File: src/rtl/fifo_rr_scheduler.sv
// fifo_rr_scheduler
//
// Read-side scheduler that shares one output channel among PORT_NUM
// show-ahead FIFO read ports. In IDLE it picks a non-empty port; in BURST it
// pops up to BURST_MAX words from that port and forwards each word through a
// registered valid/ready output stage. Ports are then visited round-robin.
//
// Optional build macro:
//   FIFO_SCHED_FIXED_PRIO_EN - when defined, IDLE always scans from port 0
//                              (lowest-index non-empty port wins) and the
//                              round-robin pointer does not exist.
//
// Ports:
//   rd_clk        read-domain clock
//   rst_n         asynchronous active-low reset
//   fifo_empty    per-port FIFO empty flag
//   fifo_rd_data  per-port show-ahead head word, port i at [i*DATA_BIT +: DATA_BIT]
//   fifo_rd_en    per-port pop strobe (one-hot or zero), combinational
//   out_data      forwarded word
//   out_port      source port of out_data
//   out_valid     out_data is valid
//   out_ready     downstream accepts the word
//   busy          high while a burst is in progress

module fifo_rr_scheduler #(
    parameter int DATA_BIT  = 16,
    parameter int PORT_NUM  = 4,
    parameter int BURST_MAX = 8,
    parameter int PORT_W    = $clog2(PORT_NUM)
) (
    input  logic                         rd_clk,
    input  logic                         rst_n,
    input  logic [PORT_NUM-1:0]          fifo_empty,
    input  logic [PORT_NUM*DATA_BIT-1:0] fifo_rd_data,
    output logic [PORT_NUM-1:0]          fifo_rd_en,
    output logic [DATA_BIT-1:0]          out_data,
    output logic [PORT_W-1:0]            out_port,
    output logic                         out_valid,
    input  logic                         out_ready,
    output logic                         busy
);

    localparam int                CNT_W     = $clog2(BURST_MAX + 1);
    localparam logic [CNT_W-1:0]  LAST_BEAT = CNT_W'(BURST_MAX - 1);
    localparam logic [PORT_W-1:0] LAST_PORT = PORT_W'(PORT_NUM - 1);

    typedef enum logic {
        ST_IDLE,
        ST_BURST
    } state_t;

    state_t               state_reg, state_next;
    logic [PORT_W-1:0]    grant_reg, grant_next;
    logic [CNT_W-1:0]     beat_cnt_reg, beat_cnt_next;
    logic [DATA_BIT-1:0]  out_data_reg, out_data_next;
    logic [PORT_W-1:0]    out_port_reg, out_port_next;
    logic                 out_valid_reg, out_valid_next;

    logic [PORT_W-1:0]    scan_start;
`ifndef FIFO_SCHED_FIXED_PRIO_EN
    logic [PORT_W-1:0]    ptr_reg, ptr_next;
    assign scan_start = ptr_reg;
`else
    assign scan_start = '0;
`endif

    // Per-port view of the packed head-word bus.
    logic [DATA_BIT-1:0] port_data [PORT_NUM];

    // Candidate port at scan offset gi, i.e. (scan_start + gi) mod PORT_NUM.
    // Both addends are below PORT_NUM, so a single conditional subtract wraps
    // correctly even when PORT_NUM is not a power of two.
    logic [PORT_W-1:0]   cand_idx [PORT_NUM];
    logic [PORT_NUM-1:0] cand_ne;

    genvar gi;
    generate
        for (gi = 0; gi < PORT_NUM; gi++) begin : gen_port
            logic [PORT_W:0] cand_sum;

            assign port_data[gi] = fifo_rd_data[gi*DATA_BIT +: DATA_BIT];
            assign cand_sum      = {1'b0, scan_start} + (PORT_W+1)'(gi);
            assign cand_idx[gi]  = (cand_sum >= (PORT_W+1)'(PORT_NUM))
                                 ? PORT_W'(cand_sum - (PORT_W+1)'(PORT_NUM))
                                 : cand_sum[PORT_W-1:0];
            assign cand_ne[gi]   = ~fifo_empty[cand_idx[gi]];
        end
    endgenerate

    // First non-empty candidate in scan order. Walking from the far end lets
    // the smallest offset overwrite the others.
    logic              scan_found;
    logic [PORT_W-1:0] scan_sel;

    always_comb begin
        scan_found = 1'b0;
        scan_sel   = '0;
        for (int k = PORT_NUM - 1; k >= 0; k--) begin
            if (cand_ne[k]) begin
                scan_found = 1'b1;
                scan_sel   = cand_idx[k];
            end
        end
    end

    logic grant_empty;
    logic slot_free;
    logic pop;

    assign grant_empty = fifo_empty[grant_reg];
    // The output register can take a new word if it is empty or being drained.
    assign slot_free   = ~out_valid_reg | out_ready;
    assign pop         = (state_reg == ST_BURST) & ~grant_empty & slot_free;
    assign fifo_rd_en  = pop ? ({{(PORT_NUM-1){1'b0}}, 1'b1} << grant_reg) : '0;

    always_comb begin
        state_next     = state_reg;
        grant_next     = grant_reg;
        beat_cnt_next  = beat_cnt_reg;
        out_data_next  = out_data_reg;
        out_port_next  = out_port_reg;
        out_valid_next = out_valid_reg;
`ifndef FIFO_SCHED_FIXED_PRIO_EN
        ptr_next       = ptr_reg;
`endif

        // Output stage: load on pop, otherwise drain on ready (in either state).
        if (pop) begin
            out_data_next  = port_data[grant_reg];
            out_port_next  = grant_reg;
            out_valid_next = 1'b1;
            beat_cnt_next  = beat_cnt_reg + CNT_W'(1);
        end else if (out_ready) begin
            out_valid_next = 1'b0;
        end

        case (state_reg)
            ST_IDLE: begin
                if (scan_found) begin
                    grant_next    = scan_sel;
                    beat_cnt_next = '0;
                    state_next    = ST_BURST;
                end
            end
            ST_BURST: begin
                // An empty granted FIFO ends the burst in that same cycle.
                if (grant_empty || (pop && (beat_cnt_reg == LAST_BEAT))) begin
                    state_next = ST_IDLE;
`ifndef FIFO_SCHED_FIXED_PRIO_EN
                    ptr_next   = (grant_reg == LAST_PORT) ? '0 : grant_reg + PORT_W'(1);
`endif
                end
            end
            default: state_next = ST_IDLE;
        endcase
    end

    always_ff @(posedge rd_clk or negedge rst_n) begin
        if (!rst_n) begin
            state_reg     <= ST_IDLE;
            grant_reg     <= '0;
            beat_cnt_reg  <= '0;
            out_data_reg  <= '0;
            out_port_reg  <= '0;
            out_valid_reg <= 1'b0;
`ifndef FIFO_SCHED_FIXED_PRIO_EN
            ptr_reg       <= '0;
`endif
        end else begin
            state_reg     <= state_next;
            grant_reg     <= grant_next;
            beat_cnt_reg  <= beat_cnt_next;
            out_data_reg  <= out_data_next;
            out_port_reg  <= out_port_next;
            out_valid_reg <= out_valid_next;
`ifndef FIFO_SCHED_FIXED_PRIO_EN
            ptr_reg       <= ptr_next;
`endif
        end
    end

    assign out_data  = out_data_reg;
    assign out_port  = out_port_reg;
    assign out_valid = out_valid_reg;
    assign busy      = (state_reg == ST_BURST);

endmodule

File: config.mk
export PLATFORM = sky130hd
export DESIGN_NAME = fifo_rr_scheduler
export DESIGN_NICKNAME = d
export VERILOG_FILES = /design/src/rtl/fifo_rr_scheduler.sv
export SDC_FILE = /design/constraint.sdc
export NUM_CORES = 1
export LEC_CHECK = 0
export BUFFER_PORTS_ARGS = -buffer_cell sky130_fd_sc_hd__buf_2
export CORE_ASPECT_RATIO = 0.9
export CORE_MARGIN = 5
export CORE_UTILIZATION = 46
export CTS_CLUSTER_SIZE = 30
export DETAILED_ROUTE_END_ITERATION = 10
export GPL_TIMING_DRIVEN = 0
export PLACE_DENSITY = 0.81
export SYNTH_ARGS = -nofsm -noshare
export SYNTH_HDL_FRONTEND = slang
export SYNTH_SLANG_ARGS = --single-unit
export TNS_END_PERCENT = 20
File: constraint.sdc
create_clock -name rd_clk -period 1.83 [get_ports rd_clk]
set_clock_uncertainty 0.05 [all_clocks]
set_input_delay 0.2745 -clock rd_clk [delete_from_list [all_inputs] [get_ports rd_clk]]
set_output_delay 0.2745 -clock rd_clk [all_outputs]
set_load 0.02 [all_outputs]
==> flow_summary.toml, run 1 <==
[floorplan]
die_h_microns = 70.2
die_w_microns = 76.9
io_pins = 95
initial_utilization = 0.487
die_area_sq_mm = 0.00540
core_sq_mm = 0.00381
row_count = 21

[power_and_ir_drop]
internal_power_mw = 2.69
p_switching_mw = 1.66
leakage_nw = 1.29
switching_share = 0.381
combPwrFrac = 0.625
ir_drop_uv = 812
power_density_mw_per_mm2 = 1680
clkPwrFrac = 0.115
finalPower_mw = 4.35
seqPwrFrac = 0.260

[cts]
cts.clk_slew.worst_paths_ns = 0.10
cts_buffers = 3
numClockSinks = 28
insertion_delay_ns = 0.28
htree_levels = 1
cts_buffer_depth = 2
cts_tree = "done"
root_buffer = "clkbuf_8"

[detailed_routing]
avgRoutedWirePerCell_microns = 18.1
antenna_left = 0
firstDrtPassIters = 4
drt-total-wl_mm = 5.11
viasPerCell = 5.53
remaining_drc_errors = 0
drtIter0Drc = 51
via_count = 1559

[placed_design]
gp_congestion = 0.792
dp_hpwl_mm = 3.78
portBuffers = 94
dp.cells = 269

[sta]
max_slew_margin = 0.578
tightest_slew_ns = 0.633
rsz0062_at_grt = "yes"
finalSetupTns_ns = -1.58
setup_slack_ns = -0.223
setup_viol = 15
maxSlewViolCount = 0
final_hold_viol_count = 0
timing.hold.ws_ns = 0.295
fmax_mhz = 487
period_share = 1.12
min_period_ns = 2.05

[worst_setup_path]
worstSetupPathType = "flop to output pin"
start_kind = "flop"
worst-endpoint-arrival_ns = 1.73
startpoint = "grant_reg[1]$_DFFE_PN0P_"
path_max_fanout = 6
r2r-start = "grant_reg[1]$_DFFE_PN0P_"
crit_path_end_kind = "output pin"
crit_required_ns = 1.51

[job]
cap_violations = 0

[layout]
layout-area-overhead-vs-synth_pct = 39.5
final_nets = 313
final_common_cell = "buf_2"
fillers = 278
multi_input_area_sq_mm = 0.00109
drive_gt1_frac = 0.661
ff_latch_area_sq_um = 702
diodes = 0
final_cell_mix = "90 x buf_2, 27 x dfrtp_1, 16 x mux2_4"
largest_register_ffs = 16
fin_cells = 282

[logic_synthesis]
syn_area_per_cell_sq_um = 14.4
ys_seq_elements = 28
synthCells = 129
synthDistinctLibCells = 39
synth_area_sq_mm = 0.00185
synth.yosys.seq_area_share = 0.378
syn-num-nets = 205
ys_warn_count = 0

[grt]
grt.total_usage = 0.194
grt_max_degree = 29
grt_pass1_wl_mm = 8.34
grt_pass1_vias = 1628
antenna_found_initial = 0
overflow = 0

[status]
status = "complete, but fails checks"
violations = "negative setup slack"

[worst_hold_path]
hp-class = "input pin to flop"
hold_start = "fifo_empty[0]"
==> cell type report <==
| cell class | instances | area share |
|---|---|---|
| clock buffers | 3 | 0.0160 |
| multi-input cells | 92 | 0.422 |
| inverters | 2 | 0.00290 |
| plain buffers | 6 | 0.0305 |
| well taps | 46 | 0.0223 |
| clock inverters | 1 | 0.0116 |
| repair buffers | 104 | 0.223 |
| flip-flops and latches | 28 | 0.271 |
==> layer usage <==
metal	vias up	track usage	wire length [microns]
met5	-	0	0
met3	4	0.0501	289
met4	0	0.0602	57
li1	722	-	-
met2	51	0.336	2740
met1	782	0.234	2020
==> per-stage QoR <==
stage	utilization	area (sq um)	worst slack, ns
CTS	0.673	2560	-0.150
detailed placement	0.625	2380	-0.167
finish	0.679	2590	-0.223
global route	0.679	2590	-0.300
global placement	0.625	2380	-0.134
floorplan	-	1850	0.0761
==> cells by family after synthesis <==
| group | after synthesis | share of synthesized area |
|---|---|---|
| compound gates | 17 | 0.0574 |
| fa+ha+maj | 5 | 0.0337 |
| buf+inv | 9 | 0.0540 |
| flops | 28 | 0.378 |
| mux | 40 | 0.379 |
| simple gates | 30 | 0.0978 |
==> critical path: stages, from the launching register on <==
cell	delay, ns
dfrtp_2	0.46
mux2i_4	0.27
nand4_1	0.21
nand2_2	0.15
buf_8	0.12
and2_4	0.13
buf_6	0.11
==> Yosys cell counts, drive strengths merged <==
| cell type | number | area, sq um |
|---|---|---|
| nand3 | 4 | 20.0 |
| nor2 | 3 | 11.3 |
| a21oi | 5 | 25.0 |
| and4 | 2 | 20.0 |
| nand2 | 7 | 28.8 |
| a21boi | 1 | 7.51 |
| or2 | 1 | 6.26 |
| clkbuf | 2 | 27.5 |
| inv | 2 | 7.51 |
| a41o | 1 | 10.0 |
| nand4 | 2 | 18.8 |
| o21ai | 5 | 25.0 |
| and2 | 4 | 25.0 |
| ha | 5 | 62.6 |
| and3 | 1 | 6.26 |
| nand2b | 3 | 21.3 |
| buf | 5 | 65.1 |
| a21o | 1 | 7.51 |
| or3 | 1 | 6.26 |
| nor3b | 1 | 7.51 |
| o21a | 1 | 7.51 |
| mux4 | 16 | 379 |
| o41ai | 1 | 8.76 |
| mux2i | 5 | 50.1 |
| dfrtp | 28 | 701 |
| a31oi | 1 | 6.26 |
| a2111oi | 1 | 8.76 |
| and4b | 1 | 10.0 |
| mux2 | 19 | 274 |
==> power by group through the flow <==
stage	registers, mW	clock network (mW)	logic (mW)
3_5_place_dp	1.13	0	2.49
5_1_grt	1.17	0.529	2.93
2_1_floorplan	1.38	0	1.62
3_3_place_gp	1.11	0	2.45
6_report	1.13	0.500	2.72
4_1_cts	1.13	0.498	2.67
==> path summary, 6_finish.rpt <==
| kind | to | slack, ns | depth (start not counted) |
|---|---|---|---|
| min reg2reg | beat_cnt_reg[2]$_DFF_PN0_ | 0.46 | 1 |
| max | fifo_rd_en[0] | -0.22 | 6 |
| max in group asynchronous | grant_reg[1]$_DFFE_PN0P_ | 0.80 | 2 |
| max reg2reg | out_data[0]$_DFFE_PN0P_ | -0.08 | 7 |
| min | grant_reg[0]$_DFFE_PN0P_ | 0.30 | 3 |
| min in group asynchronous | out_data[15]$_DFFE_PN0P_ | 0.48 | 2 |
==> repair_timing <==
item,in CTS,in global routing
pin swaps,6,2
endpoints found under the hold margin,28,0
endpoints found under the setup margin,22,21
resized for setup,17,2
hold buffers,1,0
setup buffers,7,2
Note: power is estimated with default switching activity, not from simulation.
==> inputs of run 2 (changes only) <==
--- a/config.mk
+++ b/config.mk
@@ -6,13 +6,14 @@
 export NUM_CORES = 1
 export LEC_CHECK = 0
 export BUFFER_PORTS_ARGS = -buffer_cell sky130_fd_sc_hd__buf_2
+export CAP_MARGIN = 20
 export CORE_ASPECT_RATIO = 0.9
 export CORE_MARGIN = 5
-export CORE_UTILIZATION = 46
+export CORE_UTILIZATION = 49
 export CTS_CLUSTER_SIZE = 30
 export DETAILED_ROUTE_END_ITERATION = 10
 export GPL_TIMING_DRIVEN = 0
-export PLACE_DENSITY = 0.81
+export PLACE_DENSITY = 0.85
 export SYNTH_ARGS = -nofsm -noshare
 export SYNTH_HDL_FRONTEND = slang
 export SYNTH_SLANG_ARGS = --single-unit
==> constraint.sdc (replaced) <==
create_clock -name rd_clk -period 2.6 [get_ports rd_clk]
set_clock_uncertainty 0.05 [all_clocks]
set_input_delay 0.39 -clock rd_clk [delete_from_list [all_inputs] [get_ports rd_clk]]
set_output_delay 0.39 -clock rd_clk [all_outputs]
set_load 0.02 [all_outputs]
==> flow_summary.toml, run 2 (synthesis gave the netlist of run 1 again) <==
[status]
status = "finished, final reports clean"

[sta]
setup_slack_ns = 0.189
tightest_slew_ns = 0.613
final_hold_viol_count = 0
min_period_ns = 2.41
finalSetupTns_ns = 0
period_share = 0.927
setup_viol = 0
rsz0062_at_grt = "no"
maxSlewViolCount = 0
fmax_mhz = 415
max_slew_margin = 0.591

[cts]
root_buffer = "clkbuf_8"
cts_buffer_depth = 2
post_cts_buffers = 0
cts.clk_slew.worst_paths_ns = 0.09
cts_buffers = 3
numClockSinks = 28
cts-resized-gates = 0
postCtsHoldBufs = 0
insertion_delay_ns = 0.27
cts_tree = "done"
htree_levels = 1

[grt]
antenna_found_initial = 0
overflow = 0
grt_max_degree = 29
grt_pass1_wl_mm = 6.89
grt_pass1_vias = 1529
grt.total_usage = 0.178

[layout]
diodes = 0
final_cell_mix = "94 x buf_2, 28 x dfrtp_1, 16 x mux2_4"
final_common_cell = "buf_2"
fillers = 283
ff_latch_area_sq_um = 701
largest_register_ffs = 16
final_nets = 304
layout-area-overhead-vs-synth_pct = 30.7
fin_cells = 272
drive_gt1_frac = 0.615
final_core_util = 0.659
multi_input_area_sq_mm = 0.00105

[worst_setup_path]
ff2ff_setup_slack_ns = 0.71
start_kind = "flop"
r2r-start = "grant_reg[1]$_DFFE_PN0P_"
reg2reg_depth = 5
worstSetupPathType = "flop to output pin"
cp-endpoint = "fifo_rd_en[3]"
crit_required_ns = 2.16
crit_path_end_kind = "output pin"
startpoint = "grant_reg[1]$_DFFE_PN0P_"
worst-endpoint-arrival_ns = 1.97
r2r-end = "out_data[0]$_DFFE_PN0P_"
path_max_fanout = 10

[detailed_routing]
drtIter0Drc = 29
drt-total-wl_mm = 4.49
via_count = 1500
firstDrtPassIters = 4
viasPerCell = 5.51
avgRoutedWirePerCell_microns = 16.5
remaining_drc_errors = 0
antenna_left = 0

[floorplan]
row_count = 21
io_pins = 95
initial_utilization = 0.504
core_sq_mm = 0.00368
die_area_sq_mm = 0.00512
die_h_microns = 68.4
die_w_microns = 74.8

[power_and_ir_drop]
leakage_nw = 1.22
ir_drop_uv = 513
p_switching_mw = 1.08
clkPwrFrac = 0.084
switching_share = 0.392
internal_power_mw = 1.68
power_density_mw_per_mm2 = 1140
combPwrFrac = 0.630
seqPwrFrac = 0.286

[placed_design]
dp.cells = 269
pre_cts_ws_ns = 0.508
gp_congestion = 0.788
portBuffers = 94
dp_hpwl_mm = 3.62

[worst_hold_path]
hp-class = "input pin to async pin"

[job]
cap_violations = 0
-- run 2: power groups by stage --
stage	registers [mW]	logic (mW)	clock network [mW]
floorplan	0.973	1.14	0
global placement	0.783	1.72	0
detailed placement	0.793	1.75	0
CTS	0.786	1.76	0.241
global route	0.815	1.86	0.257
finish	0.789	1.74	0.230
-- run 2: critical path, cell delays in order (launching register included) --
cell	delay (ns)
dfrtp_1	0.48
mux2i_1	0.35
nand4_1	0.23
nand2_2	0.20
buf_8	0.16
and2_1	0.12
buf_2	0.16
-- run 2: worst min-delay path by stage --
| stage | startpoint | endpoint | slack, ns | cells past startpoint |
|---|---|---|---|---|
| 2_1_floorplan | rst_n | beat_cnt_reg[0]$_DFF_PN0_ | 0.04 | 0 |
| 3_3_place_gp | rst_n | out_data[4]$_DFFE_PN0P_ | 0.39 | 1 |
| 3_5_place_dp | rst_n | out_data[4]$_DFFE_PN0P_ | 0.39 | 1 |
| 4_1_cts | rst_n | out_data[15]$_DFFE_PN0P_ | 0.08 | 1 |
| 5_1_grt | rst_n | out_data[9]$_DFFE_PN0P_ | 0.12 | 1 |
| 6_report | rst_n | out_data[4]$_DFFE_PN0P_ | 0.07 | 1 |
-- run 2: per-layer routing --
| metal | share of wire | GRT usage |
|---|---|---|
| met1 | 0.37 | 0.194 |
| met5 | 0 | 0 |
| met3 | 0.086 | 0.0499 |
| met2 | 0.54 | 0.341 |
| met4 | 0.0056 | 0.0378 |
-- run 2: cell type report --
class / count / area share
buffer: 7 / 0.0382
multi-input combinational: 92 / 0.435
sequential: 28 / 0.289
inverter: 2 / 0.00310
timing repair buffer: 94 / 0.194
clock buffer: 3 / 0.0170
tap: 46 / 0.0237
-- run 2: metrics by stage --
step | instance area (sq um) | hold WS, ns | power (mW)
global route | 2420 | 0.124 | 2.93
global placement | 2380 | 0.390 | 2.50
CTS | 2420 | 0.0789 | 2.79
finish | 2420 | 0.0701 | 2.76
detailed placement | 2380 | 0.386 | 2.55
floorplan | 1850 | 0.0444 | 2.11
